===== src/rtl/serial_subtractor.sv =====
// Bit-serial unsigned subtractor: computes a - b LSB-first, one bit per clock,
// using two chained half-subtractors per bit and a registered borrow.
module serial_subtractor #(
    parameter int WIDTH = 8
) (
    input  logic             clk,
    input  logic             rst_n,
    input  logic             start,
    input  logic [WIDTH-1:0] a,
    input  logic [WIDTH-1:0] b,
    output logic [WIDTH-1:0] diff,
    output logic             borrow,
    output logic             busy,
    output logic             done
);

    localparam int CW = (WIDTH > 1) ? $clog2(WIDTH) : 1;
    localparam logic [CW-1:0] LAST_BIT = CW'(WIDTH - 1);

    typedef enum logic [1:0] {
        IDLE,
        SHIFT,
        DONE
    } state_t;

    state_t           state_q;
    logic [WIDTH-1:0] aSr_q;
    logic [WIDTH-1:0] bSr_q;
    logic [WIDTH-1:0] resSr_q;
    logic [WIDTH-1:0] diff_q;
    logic             borrowBit_q;
    logic             borrow_q;
    logic             busy_q;
    logic             done_q;
    logic [CW-1:0]    count_q;

    logic [WIDTH-1:0] resSr_d;
    logic             bit_d;
    logic             borrowBit_d;
    logic             d1;
    logic             b1;
    logic             b2;

    // Half-subtractor on the operand bits, then a second one folding in the borrow.
    always_comb begin
        d1          = aSr_q[0] ^ bSr_q[0];
        b1          = ~aSr_q[0] & bSr_q[0];
        bit_d       = d1 ^ borrowBit_q;
        b2          = ~d1 & borrowBit_q;
        borrowBit_d = b1 | b2;
    end

    generate
        if (WIDTH == 1) begin : gSingle
            assign resSr_d = bit_d;
        end else begin : gMulti
            assign resSr_d = {bit_d, resSr_q[WIDTH-1:1]};
        end
    endgenerate

    always_ff @(posedge clk) begin
        if (!rst_n) begin
            state_q     <= IDLE;
            aSr_q       <= '0;
            bSr_q       <= '0;
            resSr_q     <= '0;
            diff_q      <= '0;
            borrowBit_q <= 1'b0;
            borrow_q    <= 1'b0;
            busy_q      <= 1'b0;
            done_q      <= 1'b0;
            count_q     <= '0;
        end else begin
            case (state_q)
                IDLE: begin
                    done_q <= 1'b0;
                    if (start) begin
                        aSr_q       <= a;
                        bSr_q       <= b;
                        resSr_q     <= '0;
                        borrowBit_q <= 1'b0;
                        count_q     <= '0;
                        busy_q      <= 1'b1;
                        state_q     <= SHIFT;
                    end
                end
                SHIFT: begin
                    aSr_q       <= aSr_q >> 1;
                    bSr_q       <= bSr_q >> 1;
                    resSr_q     <= resSr_d;
                    borrowBit_q <= borrowBit_d;
                    count_q     <= count_q + 1'b1;
                    // Last bit: publish the full result straight from the next-state value.
                    if (count_q == LAST_BIT) begin
                        diff_q   <= resSr_d;
                        borrow_q <= borrowBit_d;
                        busy_q   <= 1'b0;
                        done_q   <= 1'b1;
                        state_q  <= DONE;
                    end
                end
                DONE: begin
                    done_q  <= 1'b0;
                    state_q <= IDLE;
                end
                default: begin
                    busy_q  <= 1'b0;
                    done_q  <= 1'b0;
                    state_q <= IDLE;
                end
            endcase
        end
    end

    assign diff   = diff_q;
    assign borrow = borrow_q;
    assign busy   = busy_q;
    assign done   = done_q;

endmodule


===== config.mk =====
export PLATFORM = sky130hd
export DESIGN_NAME = serial_subtractor
export DESIGN_NICKNAME = d
export VERILOG_FILES = /design/src/rtl/serial_subtractor.sv
export SDC_FILE = /design/constraint.sdc
export NUM_CORES = 1
export LEC_CHECK = 0
export ABC_AREA = 1
export BUFFER_PORTS_ARGS = -buffer_cell sky130_fd_sc_hd__buf_2
export CAP_MARGIN = 15
export CORE_MARGIN = 5
export CORE_UTILIZATION = 54
export DETAILED_ROUTE_END_ITERATION = 10
export GPL_TIMING_DRIVEN = 0
export PLACE_DENSITY = 0.76
export SYNTH_ARGS = -nofsm -noshare
export SYNTH_HDL_FRONTEND = slang
export SYNTH_SLANG_ARGS = --single-unit

===== constraint.sdc =====
create_clock -name clk -period 1.3 [get_ports clk]
set_input_delay 0.065 -clock clk [delete_from_list [all_inputs] [get_ports clk]]
set_output_delay 0.065 -clock clk [all_outputs]
set_load 0.005 [all_outputs]

==> results.py <==
metrics = {
    "status": {
        "status": "finished, final reports clean",
    },
    "critical_path": {
        "cp.arrival_ns": 1.47,
        "rr_worst_depth": 7,
        "worstSetupPathType": "register to register",
        "worstPathMaxFanout": 4,
        "r2r_start": "count_q[1]",
        "end_kind": "register",
        "crit_family": "flip-flops",
        "cp-start-kind": "register",
        "rr_endpoint": "diff[7]",
        "slowest_stage": "dfxtp_2",
        "worst_ep_required_time_ns": 1.55,
        "max_stage_delay_ns": 0.36,
        "path_common_cell": "ha_4",
        "cp_num_buf_inv": 2,
        "path_cells": "ha_4 > ha_4 > inv_2 > nor2_4 > buf_4 > o21ai_1 > nor2_1",
        "reg2reg_slack_ns": 0.08,
    },
    "global_routing": {
        "grt.overflow.total": 0,
        "grt_pass1_wl_mm": 6.679,
        "grt_pass1_vias": 1551,
        "track_usage_pct": 19.94,
        "grt_max_degree": 13,
        "antenna_found_initial": 0,
    },
    "yosys": {
        "syn_avg_cell_area_um2": 7.213,
        "synth-xor-area-share_pct": 0,
        "async_flop_share_pct": 0,
        "ys_seq_area_share_pct": 46.65,
        "synth_compound_area_share_pct": 11.52,
        "netlist_area_mm2": 0.001717,
        "synth_top_family_by_area": "simple AND/OR/NAND/NOR gates",
        "synth.area.top_cells": "dfxtp_1, nand2_1, nand3_1",
        "yosysWarnings": 0,
        "synth.distinct_cells": 20,
        "synth_fp_nets": 260,
        "synth-edff-count": 0,
        "synth_common_cells": "nand2_1, dfxtp_1, inv_1, nand3_1, nor2_1",
        "synth.mux.area_fraction_pct": 0,
        "synth-seq-cells": 40,
        "yosys.area.top_type": "dfxtp_1",
        "synth_ff_type": "dfxtp_1",
        "syn-instance-count": 238,
        "synthAdderAreaFrac_pct": 2.624,
        "yosysTopAreaCellShare_pct": 46.65,
        "synth_most_common_cell": "nand2_1",
        "synth_simple_gate_area_share_pct": 27.55,
    },
    "sta": {
        "setup_tns_ns": 0,
        "min_period_ns": 1.216,
        "worstMarginPinSlew_ns": 0.5211,
        "finalMaxSlewViolations": 0,
        "slew_headroom_pct": 65.26,
        "fin_skew_ns": 0.01024,
        "setup_viol": 0,
        "min_period_over_period_pct": 93.53,
        "max_freq_mhz": 822.4,
        "finalHoldViolations": 0,
    },
    "floorplan": {
        "dieArea_mm2": 0.004406,
        "core_area_mm2": 0.003053,
        "die_x_um": 66.38,
        "num_rows": 20,
        "start_util_pct": 56.23,
        "io_pins": 30,
        "dieHeight_um": 66.38,
    },
    "detailed_routing": {
        "wl_per_cell_um": 12.27,
        "routed_wl_mm": 4.011,
        "avgViaCountPerCell": 4.960,
        "drtPass1Iterations": 4,
        "drtIter0Drc": 134,
        "num_vias": 1622,
        "postRouteAntennaNets": 0,
        "drc": 0,
    },
    "min_path": {
        "whs_path_depth": 3,
        "min_to": "count_q[0]",
        "hp-start": "rst_n",
        "hp-class": "primary input to register",
    },
    "cells_and_area": {
        "n_fill_cell": 259,
        "final_cell_area_mm2": 0.002138,
        "ff_latch_area_um2": 803.3,
        "syn_to_final_growth_pct": 24.56,
        "finalNetCount": 305,
        "multi_input_comb_area_um2": 748.2,
        "stdcell_count": 327,
        "diodes": 0,
        "drive_gt1_share_pct": 21.20,
    },
    "clock_network": {
        "path_clk_slew_ns": 0.12,
        "clk_path_buf_depth": 2,
        "cts_buffers": 5,
        "cts_tree": "done",
        "clock_latency_ns": 0.35,
        "cts-root-buf": "clkbuf_4",
        "cts_max_level": 2,
        "cts.sinks": 40,
    },
    "pwr": {
        "ir_drop_uv": 1287,
        "p_leak_nw": 1.012,
        "power.density_mw_per_mm2": 1215,
    },
    "placed_design": {
        "dp_hpwl_mm": 2.462,
        "placed_cells": 311,
        "dpl_cell_area_mm2": 0.001917,
        "portBuffers": 29,
        "place.gp.congestion": 0.7515,
    },
    "run": {
        "cap_violations": 0,
    },
}
-- per-layer routing --
metal	vias up	GRT usage (%)	routed length [um]
met5	-	0	0
met4	0	5.584	27
met3	2	6.633	220
met2	46	32.84	1935
met1	733	24.66	1826
li1	841	-	-
-- registers in the layout, indices dropped and copies added (netlist names) --
signal and flops:
aSr_q 8, bSr_q 8, borrow 1, borrowBit_q 1
busy 1, count_q 3, diff 8, done 1
resSr_q 7, state_q 2
-- report_power, final --
| group | leakage [nW] | switching (W) | total [W] | internal, W |
|---|---|---|---|---|
| Sequential | 0.328 | 0.0000318 | 0.00131 | 0.00128 |
| Combinational | 0.633 | 0.000173 | 0.000300 | 0.000127 |
| Clock | 0.0513 | 0.000398 | 0.000987 | 0.000589 |
| Total | 1.01 | 0.000603 | 0.00260 | 0.00199 |
-- worst max path at each step --
stage	from	end	slack (ns)	depth (start not counted)
after floorplan	count_q[0]	diff[7]	0.09	7
after global placement	count_q[0]	borrow	-0.15	7
after detailed placement	count_q[0]	borrow	-0.18	7
after CTS	count_q[0]	diff[3]	0.001	7
after global routing	count_q[0]	diff[2]	-0.01	7
final	count_q[1]	diff[7]	0.08	7
-- through the flow --
stage | util (%) | power [W] | hold slack [ns] | worst slack, ns
after floorplan | - | 0.001523 | 0.2034 | 0.09370
after global placement | 62.79 | 0.001603 | 0.3000 | -0.1526
after detailed placement | 62.79 | 0.001607 | 0.3051 | -0.1758
after CTS | 68.65 | 0.002605 | 0.02403 | 0.001004
after global routing | 70.04 | 0.002731 | 0.03406 | -0.01310
final | 70.04 | 0.002598 | 0.04510 | 0.08406
-- repair_timing --
action / 4_1_cts / 5_1_grt
hold buffers: 7 / 0
setup buffers: 1 / 0
gates cloned: 0 / 1
gates resized for setup: 7 / 13
endpoints found under the setup margin: 9 / 12
pin swaps: 1 / 2
hold endpoints to repair: 7 / 0
-- final cells by class --
type	count	share of cell area, %
Clock buffer	5	1.755
Inverter	36	6.437
Timing Repair Buffer	38	10.94
Buffer	11	2.926
Sequential cell	40	37.57
Tap cell	44	2.575
Multi-Input combinational cell	151	34.99
Clock inverter	2	2.809
-- worst reg2reg max path, delay by kind of cell, from the launching register on --
family,cells,cell delay (ns)
compound gates,1,0.12
simple gates,2,0.10
buf+inv,2,0.22
fa+ha+maj,2,0.32
flops,1,0.36
-- kinds of logic after synthesis --
group | Yosys count
adders and majority gates | 3
and+or+nand+nor | 109
DFF | 40
buffers and inverters | 47
AOI/OAI and AO/OA | 39
-- layout by cell type (no fill, tap or decap), drive strengths merged --
master and instances:
nand2 45, dlygate4sd3 7, dfxtp 40, o21ai 16, fa 1, inv 36
nand3 28, a21oi 22, nor3 7, o21a 1, buf 39, ha 2
clkbuf 8, bufinv 2, nor2 29
Power figures use the tool's default switching activity.
